File: src/rtl/tt_btn_ctrl_if.sv
// tt_btn_ctrl_if: groups the button-conditioning signals between the board
// side (raw buttons in) and the consumer side (debounced levels, press
// pulses and the run/speed control registers).
//
// Signals:
//   btn_in      [2:0]          raw asynchronous buttons: [0] pause, [1] faster, [2] slower
//   btn_state   [2:0]          debounced button levels
//   press_pulse [2:0]          one-cycle pulse per debounced 0->1 transition
//   run                        1 = pattern advancing, 0 = paused
//   speed       [SPEED_W-1:0]  current speed level, 0 = slowest
//
// Modports:
//   master - drives btn_in, observes the conditioned outputs (board / bench)
//   slave  - the conditioning block itself
//
// Handshake: there is no valid/ready pairing here. btn_in is a free-running
// asynchronous level. press_pulse is a single-cycle strobe that the consumer
// must sample on the clock edge where it is high; it cannot be back-pressured.
interface tt_btn_ctrl_if #(
  parameter int SPEED_W = 3
);
  logic [2:0]         btn_in;
  logic [2:0]         btn_state;
  logic [2:0]         press_pulse;
  logic               run;
  logic [SPEED_W-1:0] speed;

  modport master (
    output btn_in,
    input  btn_state,
    input  press_pulse,
    input  run,
    input  speed
  );

  modport slave (
    input  btn_in,
    output btn_state,
    output press_pulse,
    output run,
    output speed
  );
endinterface

File: src/rtl/tt_btn_ctrl.sv
// tt_btn_ctrl: input-conditioning and control stage in front of the
// running-light core. Each of the three push-buttons is synchronised with a
// 2-FF chain, debounced by a stability counter, and turned into a one-cycle
// press pulse. The block also owns the run/pause flag and the saturating
// speed level that the core consumes.
//
// Ports:
//   clk   system clock
//   rst   asynchronous, active-high reset
//   bus   tt_btn_ctrl_if.slave: btn_in in; btn_state, press_pulse, run,
//         speed out (all outputs registered, no combinational path from btn_in)
module tt_btn_ctrl #(
  parameter int DEBOUNCE_CYCLES = 500000,
  parameter int CNT_W           = 20,
  parameter int SPEED_W         = 3,
  parameter int SPEED_MAX       = 7,
  parameter int SPEED_RESET     = 3
) (
  input  logic          clk,
  input  logic          rst,
  tt_btn_ctrl_if.slave  bus
);

  localparam logic [CNT_W-1:0]   CNT_LAST  = CNT_W'(DEBOUNCE_CYCLES - 1);
  localparam logic [CNT_W-1:0]   CNT_ONE   = CNT_W'(1);
  localparam logic [SPEED_W-1:0] SPD_MAX   = SPEED_W'(SPEED_MAX);
  localparam logic [SPEED_W-1:0] SPD_RST   = SPEED_W'(SPEED_RESET);
  localparam logic [SPEED_W-1:0] SPD_ONE   = SPEED_W'(1);
  localparam logic [SPEED_W-1:0] SPD_ZERO  = '0;

  logic [2:0]         sync1_q, sync2_q;
  logic [2:0]         stable_q, stable_d;
  logic [2:0]         pulse_q, pulse_d;
  logic [CNT_W-1:0]   cnt_q [3];
  logic [CNT_W-1:0]   cnt_d [3];
  logic               run_q, run_d;
  logic [SPEED_W-1:0] speed_q, speed_d;

  // Debounce: the counter only runs while the synchronised input disagrees
  // with the accepted level; any return to agreement restarts it, so a glitch
  // must persist DEBOUNCE_CYCLES consecutive cycles to be accepted.
  always_comb begin
    stable_d = stable_q;
    for (int i = 0; i < 3; i++) begin
      cnt_d[i] = cnt_q[i];
      if (sync2_q[i] == stable_q[i]) begin
        cnt_d[i] = '0;
      end else if (cnt_q[i] == CNT_LAST) begin
        stable_d[i] = sync2_q[i];
        cnt_d[i]    = '0;
      end else begin
        cnt_d[i] = cnt_q[i] + CNT_ONE;
      end
    end
    // Pulse is registered at the same edge the level is accepted as high.
    pulse_d = stable_d & ~stable_q;
  end

  // Control registers act on the registered pulses, one edge after them.
  always_comb begin
    run_d   = run_q ^ pulse_q[0];
    speed_d = speed_q;
    case (pulse_q[2:1])
      2'b01: if (speed_q != SPD_MAX)  speed_d = speed_q + SPD_ONE;
      2'b10: if (speed_q != SPD_ZERO) speed_d = speed_q - SPD_ONE;
      default: speed_d = speed_q;  // none, or faster+slower cancel
    endcase
  end

  always_ff @(posedge clk or posedge rst) begin
    if (rst) begin
      sync1_q  <= '0;
      sync2_q  <= '0;
      stable_q <= '0;
      pulse_q  <= '0;
      for (int i = 0; i < 3; i++) cnt_q[i] <= '0;
      run_q    <= 1'b0;
      speed_q  <= SPD_RST;
    end else begin
      sync1_q  <= bus.btn_in;
      sync2_q  <= sync1_q;
      stable_q <= stable_d;
      pulse_q  <= pulse_d;
      for (int i = 0; i < 3; i++) cnt_q[i] <= cnt_d[i];
      run_q    <= run_d;
      speed_q  <= speed_d;
    end
  end

  assign bus.btn_state   = stable_q;
  assign bus.press_pulse = pulse_q;
  assign bus.run         = run_q;
  assign bus.speed       = speed_q;

endmodule

File: src/flat_wrapper.sv
// flat-port wrapper written by rule: the top's interface ports become plain ports
module tt_btn_ctrl_flat 
#(
  parameter int DEBOUNCE_CYCLES = 500000,
  parameter int CNT_W           = 20,
  parameter int SPEED_W         = 3,
  parameter int SPEED_MAX       = 7,
  parameter int SPEED_RESET     = 3
)
  (clk, rst, bus_btn_in, bus_btn_state, bus_press_pulse, bus_run, bus_speed);
  tt_btn_ctrl_if #(.SPEED_W(SPEED_W)) bus_i ();
  input  logic clk;
  input  logic rst;
  input wire logic [$bits(bus_i.btn_in)-1:0] bus_btn_in;
  output wire logic [$bits(bus_i.btn_state)-1:0] bus_btn_state;
  output wire logic [$bits(bus_i.press_pulse)-1:0] bus_press_pulse;
  output wire logic [$bits(bus_i.run)-1:0] bus_run;
  output wire logic [$bits(bus_i.speed)-1:0] bus_speed;
  assign bus_i.btn_in = bus_btn_in;
  assign bus_btn_state = bus_i.btn_state;
  assign bus_press_pulse = bus_i.press_pulse;
  assign bus_run = bus_i.run;
  assign bus_speed = bus_i.speed;
  tt_btn_ctrl #(.DEBOUNCE_CYCLES(DEBOUNCE_CYCLES), .CNT_W(CNT_W), .SPEED_W(SPEED_W), .SPEED_MAX(SPEED_MAX), .SPEED_RESET(SPEED_RESET)) u_core (.clk(clk), .rst(rst), .bus(bus_i));
endmodule
File: config.mk
export PLATFORM = sky130hd
export DESIGN_NAME = tt_btn_ctrl_flat
export DESIGN_NICKNAME = d
export VERILOG_FILES = /design/src/rtl/tt_btn_ctrl_if.sv /design/src/rtl/tt_btn_ctrl.sv /design/src/flat_wrapper.sv
export SDC_FILE = /design/constraint.sdc
export NUM_CORES = 1
export LEC_CHECK = 0
export ABC_AREA = 1
export CORE_UTILIZATION = 51
export DETAILED_ROUTE_END_ITERATION = 10
export PLACE_DENSITY = 0.71
export SYNTH_ARGS = -nofsm -noshare
export SYNTH_HDL_FRONTEND = slang
export SYNTH_SLANG_ARGS = --single-unit
File: constraint.sdc
create_clock -name clk -period 2 [get_ports clk]
set_input_delay 0.2 -clock clk [delete_from_list [all_inputs] [get_ports clk]]
set_output_delay 0.2 -clock clk [all_outputs]
set_load 0.05 [all_outputs]
Word level (Yosys, flattened, before mapping)
Index checks and enable logic that the tools add are counted.
W data, S select, Z words.
{ "word_totals": {"output_inout_bits": 10, "input_bits": 5, "ff_bits": 76, "elab_cells": 46} }
{ "op_classes": {"bitwise": 3, "reduce_logical": 3, "n_addsub": 5, "n_eq_ne": 11, "mux": 15} }
{ "ops": {"columns": ["operator", "n"], "rows": [
  ["$mux W20", 6],
  ["$add A20 B1 Y20 const B", 3],
  ["$eq A20 B19 Y1 const B", 3],
  ["$mux W1", 6],
  ["$mux W3", 2],
  ["$pmux W3 S2", 1],
  ["$ne A2 B1 Y1 const B", 2],
  ["$add A3 B1 Y3 const B", 1],
  ["$and A3 B3 Y3", 1],
  ["$eq A1 B1 Y1", 3],
  ["$ne A3 B3 Y1 const B", 1],
  ["$not A3 Y3", 1],
  ["$reduce_and A3 Y1", 1],
  ["$reduce_bool A3 Y1", 1],
  ["$sub A3 B1 Y3 const B", 1],
  ["$eq A2 B1 Y1 const B", 1],
  ["$eq A2 B2 Y1 const B", 1],
  ["$reduce_bool A2 Y1", 1],
  ["$xor A1 B1 Y1", 1]
]} }

Longest topological paths before layout
{ "logic_depth": {"ltp_word": 4, "ltp_mapped": 9, "ltp_nobuf": 9} }

Least setup slack after synthesis
No wires, ideal clock.
{ "synth_path": {"path_kind": "flip-flop to flip-flop", "from": "register u_core.speed_q[0], in the netlist u_core.bus.speed[0]", "to": "register u_core.speed_q[2], in the netlist u_core.bus.speed[2]", "path_stages_with_launch": 7, "required_time_ns": 1.858, "path_slack_ns": 0.267, "synth_period_minus_slack_ns": 1.733, "arrival_ns": 1.591, "path_cell_list": "dfstp_2 -> inv_1 -> fa_1 -> xnor2_1 -> inv_1 -> nand2_1 -> xnor2_1"} }
{ "synth_via": {"elab_chain_len": 3, "elab_cells_between_ends": 10} }
{ "synth_rtl": {"columns": ["item", "line", "source"], "rows": [
  ["start, declared", "tt_btn_ctrl.sv:37", "logic [SPEED_W-1:0] speed_q, speed_d;"],
  ["start signal, assigned", "tt_btn_ctrl.sv:86", "speed_q <= speed_d;"],
  ["$sub A3 B1 Y3 (tied with other cells)", "tt_btn_ctrl.sv:65", "2'b10: if (speed_q != SPD_ZERO) speed_d = speed_q - SPD_ONE;"],
  ["$mux W3 (tied with other cells)", "tt_btn_ctrl.sv:65", null],
  ["$pmux W3 S2 or $reduce_and A3 Y1 (tied branches)", null, null]
]} }
Parallel ways exist; a longest one is shown, timed or not. The select of a mux whose other input is x is not followed.
A chain may end at the register's enable or synchronous reset.

Final worst setup path
{ "layout_path": {"from": "register u_core.speed_q[0], in the netlist u_core.bus.speed[0]", "to": "output port bus_speed[0]"} }
{ "layout_lines": {"columns": ["item", "line", "source"], "rows": [
  ["end, declared", "flat_wrapper.sv:18", "output wire logic [$bits(bus_i.speed)-1:0] bus_speed;"]
]} }
No word-level cell between the ends.

==> reports/metrics.csv <==
stage,metric,value,unit
floorplanning,Die W,91.1,um
route,DRC,0,
route,drt total wl,7520,um
critical_path,r2r endpoint,u_core.bus.speed[2],
synth,Post-synth ARST share,1.00,
floorplanning,# IOs,15,
pwr,Logic pwr share,0.034,
cts,clock-pin slew on the worst setup and hold paths,0.08,ns
outcome,outcome,"finished, final reports clean",
sta,Max-slew headroom,0.618,
pwr,P_leak,0.00199,uW
sta,Setup TNS Final,0,ns
cts,H-tree lvl count,3,
critical_path,Crit path max-delay family,buffers and inverters,
synth,synthesis warning total,0,
cts,CTS Buffer Depth,2,
floorplanning,row cnt,32,
pwr,P_sw,626,uW
placed_design,placer's final routability congestion estimate,0.905,
global_route,Congestion Overflow GR,0,
cts,Post-CTS Resized,0,
finish,n_diodes,0,
global_route,vias in the first global route,3065,
sta,Slew Limit Fails,0,
cts,TritonCTS buffer count,9,
critical_path,CP Launch Type,flop,
route,routed vias,3110,
critical_path,CP Max Fanout,5,
critical_path,CP bufs+invs,1,
sta,Max Freq,521,MHz
critical_path,slowest cell on the critical path,clkdlybuf4s50_1,
finish,layout cells sized above 1,0.130,
pwr,power consumption,3020,uW
synth,post-synth top area share,0.458,
placed_design,port bufs,14,
route,DR iter-0 viols,87,
synth,"FF+latch count, synth",76,
global_route,first-pass GRT wire length,13400,um
critical_path,largest stage delay on the critical path,0.81,ns
route,DR WL/cell,11.7,um
sta,worst-margin pin slew,0.570,ns
route,first drt pass iteration count,4,
critical_path,FF-to-FF Start,u_core.bus.speed[0],
synth,Synth Instances,507,
pwr,PwrDens,658,nW/um^2
cts,clock tree root driver cell,clkbuf_8,
sta,Setup Skew,0.00459,ns
floorplanning,Core ar.,7690,sq um
finish,area growth from synthesis to layout,13.3,%
sta,period utilisation layout,0.959,
critical_path,FF-to-FF setup slack,0.42,ns
global_route,total track usage,0.203,
critical_path,CP Cell Sequence,clkdlybuf4s50_1,
placed_design,Setup WS pre-CTS,0.423,ns
critical_path,crit end category,output port,
critical_path,Crit. path cell count,1,
worst_hold_path,Hold WC Path Type,in2reg,
placed_design,post-placement cell area,4350,sq um
sta,final setup fails,0,
synth,dominant cell type by area after synthesis,dfrtp_1,
finish,Nets,543,
cts,post-CTS setup buffer count,0,
pwr,VDD IR max,0.625,mV
pwr,sequential share of power,0.521,
placed_design,hpwl dp,5470,um
sta,final setup margin,0.0814,ns
critical_path,FF-to-FF path depth,6,
pwr,switch share,0.207,
critical_path,CP required,1.80,ns
synth,top-count cell post-synth,nor2_1,
cts,CTS tree,done,
cts,# hold bufs at CTS,0,
synth,"Cell Area, Synth",4050,sq um
synth,largest cells by area after synthesis,"dfrtp_1 (46%), nor2_1 (11%), nand2_1 (9.8%), xor2_1 (5.6%), inv_1 (5.3%)",
global_route,largest net degree at the start of global routing,77,
synth,number of synthesized flops with an enable pin,0,
critical_path,Setup crit end,bus_speed[0],
synth,synthesized area per cell,7.98,sq um
critical_path,Setup CP Type,reg2out,
job,Max-cap violations,0,
critical_path,crit path DAT,1.72,ns
sta,"Hold Vio Cnt, Final",0,
synth,syn_nets,516,
synth,count of cell types in the netlist,32,
route,Antenna Nets Post-Route,0,
synth,Post-synth top cells,"nor2_1 (115), nand2_1 (106), dfrtp_1 (74), inv_1 (57), nand3_1 (29)",
sta,RSZ-0062 raised after global routing,no,
floorplanning,chip height,91.1,um
pwr,Internal,2390,uW
floorplanning,die area,8290,sq um
cts,Worst-Skew Late Latency,0.34,ns
synth,"Seq/Total Area, Yosys",0.471,
floorplanning,initial core utilization,0.526,
global_route,antenna violations before repair,0,
finish,final instance area,4580,sq um
pwr,Clock power frac,0.445,
critical_path,critical path startpoint,u_core.bus.speed[0],
route,Vias/cell,4.85,
sta,fin crit period,1.92,ns
synth,Synth Flop Type,dfrtp_1,
cts,CTS Sinks,76,
power by group through the flow:
stage | clock network [uW] | registers (uW) | logic [uW]
2_1_floorplan | 0 | 1600 | 69.8
3_3_place_gp | 0 | 1600 | 105
3_5_place_dp | 0 | 1600 | 107
4_1_cts | 1390 | 1570 | 108
5_1_grt | 1460 | 1570 | 120
6_report | 1340 | 1570 | 104
flip-flops by register name, summed over array words and instances, names as in the netlist:
signal and flops:
u_core.bus.press_pulse 3, u_core.bus.speed 3, u_core.sync2_q 3, u_core.bus.btn_state 3
u_core.sync1_q 3, u_core.bus.run 1, u_core.cnt_q 60
logic make-up after synthesis:
logic type / count (synthesis) / share of synthesized area
flip-flops: 76 / 0.471
AND/OR/NAND/NOR: 313 / 0.354
buffers and inverters: 63 / 0.0591
adder cells (fa/ha/maj): 4 / 0.0142
AO/OA/AOI/OAI: 15 / 0.0204
XOR/XNOR: 36 / 0.0817
per-stage QoR:
stage	util	hold slack, ns	cells
detailed placement	0.566	0.336	625
floorplan	-	0.231	507
global route	0.596	0.262	641
CTS	0.596	0.275	641
global placement	0.566	0.335	625
finish	0.596	0.292	641
placed cells by master, fill, tap and decap left out, types with 3 or more instances in the layout:
cell type / n
a21oi_1: 5
and2_1: 4
clkbuf_8: 12
clkdlybuf4s50_1: 14
dfrtp_1: 74
ha_1: 3
inv_1: 56
inv_2: 3
nand2_1: 106
nand2_2: 13
nand3_1: 29
nand4_1: 4
nor2_1: 115
nor2_2: 16
nor2_4: 10
nor3_1: 6
nor3b_1: 4
o21ai_0: 4
o21ai_1: 3
xnor2_1: 8
xor2_1: 26
per-layer routing:
metal	GRT usage	wire length (um)	up-vias	part of all wire
met5	0	0	-	0
met1	0.267	3590	1432	0.48
met3	0.0511	243	17	0.032
met4	0.0794	166	0	0.022
li1	-	-	1608	-
met2	0.323	3520	53	0.47
cell type report:
| cell class | instances | area (sq um) |
|---|---|---|
| multi-input combinational | 368 | 1900 |
| clock buffer | 12 | 165 |
| inverter | 62 | 239 |
| tap | 102 | 128 |
| sequential | 76 | 1900 |
| fill | 694 | 3100 |
| clock inverter | 4 | 70.1 |
| timing repair buffer | 17 | 175 |
worst min path at each step:
stage	start	endpoint	slack, ns	cells past startpoint
after floorplan	bus_btn_in[0]	u_core.sync1_q[0]	0.23	0
after global placement	u_core.sync1_q[0]	u_core.sync2_q[0]	0.33	0
after detailed placement	u_core.sync1_q[0]	u_core.sync2_q[0]	0.34	0
after CTS	bus_btn_in[1]	u_core.sync1_q[1]	0.28	1
after global routing	bus_btn_in[2]	u_core.sync1_q[2]	0.26	1
final	bus_btn_in[2]	u_core.sync1_q[2]	0.29	1
No activity file was read; power rests on OpenSTA's default activity.
